===== src/rtl/pc_gen.sv =====
// ============================================================================
// Module   : pc_gen
// Purpose  : Fetch-address generator with stall/back-pressure handling,
//            branch buffering and flush redirects.
// Revision : 1.0 - initial release
// ============================================================================
`default_nettype none

module pc_gen #(
   parameter int                ADDR_W     = 32,
   parameter logic [ADDR_W-1:0] RESET_VEC  = '0,
   parameter int                INST_BYTES = 4
) (
   input  logic              clk,
   input  logic              rst,
   input  logic              stall,
   input  logic              imem_ready,
   input  logic              br_flag,
   input  logic [ADDR_W-1:0] br_target,
   input  logic              flush,
   input  logic [ADDR_W-1:0] flush_target,
   output logic [ADDR_W-1:0] pc,
   output logic              ce,
   output logic              redirect,
   output logic              misalign
);

   // Low bits that must be zero in any fetch address; empty when INST_BYTES=1.
   localparam logic [ADDR_W-1:0] ALIGN_MASK = ADDR_W'(INST_BYTES - 1);
   localparam logic [ADDR_W-1:0] STEP       = ADDR_W'(INST_BYTES);

   typedef enum logic {
      BOOT = 1'b0,
      RUN  = 1'b1
   } state_t;

   state_t            state, state_nxt;
   logic [ADDR_W-1:0] pc_nxt;
   logic [ADDR_W-1:0] pend, pend_nxt;
   logic              pend_v, pend_v_nxt;
   logic              load;
   logic [ADDR_W-1:0] tgt;
   logic              adv;

   assign adv = (state == RUN) && !stall && imem_ready;
   assign ce  = (state == RUN);

   always_ff @(posedge clk) begin
      if (rst) begin
         state    <= BOOT;
         pc       <= RESET_VEC;
         pend     <= '0;
         pend_v   <= 1'b0;
         redirect <= 1'b0;
         misalign <= 1'b0;
      end else begin
         state    <= state_nxt;
         pc       <= pc_nxt;
         pend     <= pend_nxt;
         pend_v   <= pend_v_nxt;
         redirect <= load;
         misalign <= load && ((tgt & ALIGN_MASK) != '0);
      end
   end

   always_comb begin
      state_nxt  = state;
      pc_nxt     = pc;
      pend_nxt   = pend;
      pend_v_nxt = pend_v;
      load       = 1'b0;
      tgt        = pc;
      case (state)
         BOOT: begin
            state_nxt = RUN;
            if (flush) begin
               load = 1'b1;
               tgt  = flush_target;
            end
         end
         RUN: begin
            if (flush) begin
               load       = 1'b1;
               tgt        = flush_target;
               pend_v_nxt = 1'b0;
            end else if (br_flag && adv) begin
               // A fresh branch supersedes any older buffered one.
               load       = 1'b1;
               tgt        = br_target;
               pend_v_nxt = 1'b0;
            end else if (br_flag) begin
               pend_nxt   = br_target;
               pend_v_nxt = 1'b1;
            end else if (pend_v && adv) begin
               load       = 1'b1;
               tgt        = pend;
               pend_v_nxt = 1'b0;
            end else if (adv) begin
               pc_nxt = pc + STEP;
            end
         end
         default: state_nxt = BOOT;
      endcase
      if (load) begin
         pc_nxt = tgt & ~ALIGN_MASK;
      end
   end

endmodule

`default_nettype wire


===== config.mk =====
export PLATFORM = sky130hd
export DESIGN_NAME = pc_gen
export DESIGN_NICKNAME = d
export VERILOG_FILES = /design/src/rtl/pc_gen.sv
export SDC_FILE = /design/constraint.sdc
export NUM_CORES = 1
export LEC_CHECK = 0
export BUFFER_PORTS_ARGS = -buffer_cell sky130_fd_sc_hd__buf_4
export CORE_MARGIN = 2
export CORE_UTILIZATION = 48
export DETAILED_ROUTE_END_ITERATION = 12
export PLACE_DENSITY = 0.78
export SETUP_SLACK_MARGIN = 0.1
export SYNTH_ARGS = -nofsm -noshare
export SYNTH_HDL_FRONTEND = slang
export SYNTH_SLANG_ARGS = --single-unit

===== constraint.sdc =====
create_clock -name clk -period 1.85 [get_ports clk]
set_clock_uncertainty 0.1 [all_clocks]
set_input_delay 0.185 -clock clk [delete_from_list [all_inputs] [get_ports clk]]
set_output_delay 0.185 -clock clk [all_outputs]
set_load 0.02 [all_outputs]

==> results.tsv <==
stage	metric	value	unit
pwr	power_density	660	mW/mm^2
routing	ant_nets	0	
routing	dr_total_vias	4601	
setup_path	crit_path_start_kind	flip-flop	
pwr	clockPowerShare	0.332	
pwr	static-leakage-power	2.36	nW
timing	fmax	540	MHz
setup_path	path_class	flip-flop to flip-flop	
final_layout	diodes	0	
final_layout	fin_util	0.732	
run_status	outcome	complete, but fails checks	
setup_path	rrSetupSlack	-0.003	ns
global_routing	grt_most_used_layer	met2	
pwr	finalPower	3.71	mW
setup_path	reg2reg_from	pc[2]	
final_layout	drive_gt1_frac	0.356	
yosys	ys_seq_area_frac	0.350	
setup_path	crit_start	pc[2]	
place	place_area	0.00485	mm^2
place	placedCellCount	687	
die	io_pins	105	
die	fp.dieH	92.7	um
final_layout	final_common_cell	buf_4	
pwr	seqPwrFrac	0.432	
yosys	synth_top_area_cell	dfxtp_1	
timing	min_period_over_period	1.00	
worst_hold_path	holdPathStages	3	
pwr	switching_share	0.301	
yosys	synth.ff_latch_count	66	
global_routing	overflow	0	
timing	hold_viol_final	1	
setup_path	worstPathMaxFanout	5	
die	fp.dieArea	0.00859	mm^2
timing	finalMaxSlewViolations	0	
yosys	syn_area	0.00378	mm^2
global_routing	grt_use_met2	0.494	
yosys	async_flop_share	0	
yosys	synth_edf_count	0	
die	rows	32	
final_layout	fin_area	0.00562	mm^2
global_routing	gr-usage-met3	0.0456	
place	gp_congestion	0.913	
clock_network	cts_made_buffers	9	
global_routing	grt_first_pass_wirelength	20100	um
setup_path	reg2reg_to	pc[22]	
timing	holdWs	-0.000151	ns
place	port_buffers	102	
clock_network	cts_tree	yes	
global_routing	grt_max_degree	40	
pwr	p_int	2.59	mW
routing	wire_per_inst	17.7	um
routing	drt_iter0_markers	526	
setup_path	r2r_cells	9	
yosys	yosys_warnings	0	
setup_path	cp.arrival	2.03	ns
yosys	synthTopCellsByArea	dfxtp_1, nand2_1, a21oi_1	
yosys	synth_cells	477	
yosys	synth_top_area_share	0.350	
place	pre_cts_ws	0.0150	ns
timing	tns	-0.00269	ns
clock_network	root_buffer	clkbuf_8	
yosys	yosysUniqueCellTypes	70	
global_routing	antenna_found_initial	0	
global_routing	grt_util_all_layers	0.297	
pwr	switchingPower	1.12	mW
place	hpwl	9110	um
final_layout	layout_common_cells	buf_4, nand2_1, dfxtp_1	
die	core-area	0.00769	mm^2
timing	period_minus_slack	1.85	ns
global_routing	grt_pass1_vias	3987	
pwr	ir_drop	0.500	mV
die	die_width	92.7	um
routing	dr.pass1.iters	5	
global_routing	grt_util_met1	0.394	
clock_network	clock_latency	0.35	ns
pwr	comb_power_share	0.236	
timing	setup_viol	1	
clock_network	cts_sinks	66	
routing	via_per_inst	6.11	
routing	post-route-drc-count	0	
setup_path	cp-end-kind	flip-flop	
clock_network	htreeDepth	3	
worst_hold_path	min_path_type	primary input to flip-flop	
timing	rsz0062_at_grt	yes	
yosys	postSynthAreaPerCell	7.92	um^2
clock_network	clk_pin_slew	0.08	ns
yosys	synthFlopType	dfxtp_1	
final_layout	final_net_count	717	
routing	wl	13300	um
die	start_util	0.491	
run_status	violations	hold timing, setup timing	
timing	setup_ws	-0.00269	ns
setup_path	cp-endpoint	pc[22]	
final_layout	stdcell_count	753	
run	drv_cap	0	
setup_path	cp.required	2.03	ns
final_layout	syn_to_final_growth	48.9	%
clock_network	cts_buffer_depth	2	
flip-flops by register name (all words and copies together), names as in the netlist:
register / count
misalign: 1
pend: 32
pc: 30
redirect: 1
pend_v: 1
ce: 1
routing by layer:
| metal | vias up | part of all wire |
|---|---|---|
| met5 | - | 0 |
| met4 | 0 | 0.032 |
| met3 | 44 | 0.088 |
| met2 | 280 | 0.49 |
| met1 | 2160 | 0.39 |
| li1 | 2117 | - |
critical path, stage by stage, from the launching register on:
cell	delay, ns
dfxtp_4	0.37
ha_4	0.14
nand4_1	0.12
buf_6	0.16
nor3_4	0.26
buf_6	0.15
buf_6	0.10
and4_1	0.20
o21ai_1	0.06
a21oi_1	0.13
synth_stat cells, types with 3 or more instances:
master / instances
a222oi_1: 3
and4_1: 3
o2111ai_1: 5
xnor2_1: 5
nand2_1: 85
a31oi_1: 6
nand2b_1: 5
nor2_1: 24
a32oi_1: 3
a211oi_1: 5
a2bb2oi_1: 8
a221o_1: 4
and3_1: 8
o211a_1: 7
buf_4: 3
buf_2: 10
nand4_1: 6
a21oi_1: 53
and2_1: 3
a311oi_1: 4
a22oi_1: 8
nand3_1: 17
o21ai_0: 25
mux2i_1: 4
dfxtp_1: 66
a22o_1: 5
o221ai_1: 9
nor4_1: 6
clkbuf_1: 21
inv_1: 8
nor3_1: 7
buf_6: 3
logic make-up (layout without fill, tap and decap cells):
logic type      count (synthesis)  after routing  share of synthesized area
buf+inv                        48            220                     0.0600
mux                             4              4                     0.0106
fa+ha+maj                       1              1                    0.00331
xor+xnor                        7              7                     0.0162
flops                          66             66                      0.350
simple gates                  186            187                      0.260
other cells                     1              2                   0.000993
compound gates                164            164                      0.299
power groups by stage:
stage / logic, mW / clock network (mW) / registers, mW
floorplan: 0.311 / 0 / 1.70
global placement: 0.761 / 0 / 1.62
detailed placement: 0.776 / 0 / 1.62
CTS: 0.828 / 1.23 / 1.59
global route: 0.932 / 1.30 / 1.61
finish: 0.877 / 1.23 / 1.60
area by class of cell:
| type | instances | area, um^2 |
|---|---|---|
| inverter | 10 | 37.5 |
| multi-input combinational | 365 | 2340 |
| fill | 592 | 2060 |
| clock buffer | 11 | 141 |
| clock inverter | 5 | 55.1 |
| tap | 102 | 128 |
| timing repair buffer | 194 | 1580 |
| sequential | 66 | 1350 |
timing repair:
item,in CTS,in global routing
gates cloned,1,0
endpoints found under the setup margin,12,24
hold buffers,23,0
endpoints found under the hold margin,23,0
resized for setup,3,33
buffers inserted,10,16
pin swaps,6,24
worst min path at each step:
| stage | from | to |
|---|---|---|
| after CTS | br_target[18] | pend[18] |
| final | br_target[21] | pend[21] |
| after detailed placement | pend[24] | pend[24] |
| after global placement | pend[1] | pend[1] |
| after floorplan | br_target[0] | pend[0] |
| after global routing | br_target[25] | pend[25] |
Power figures use the tool's default switching activity.
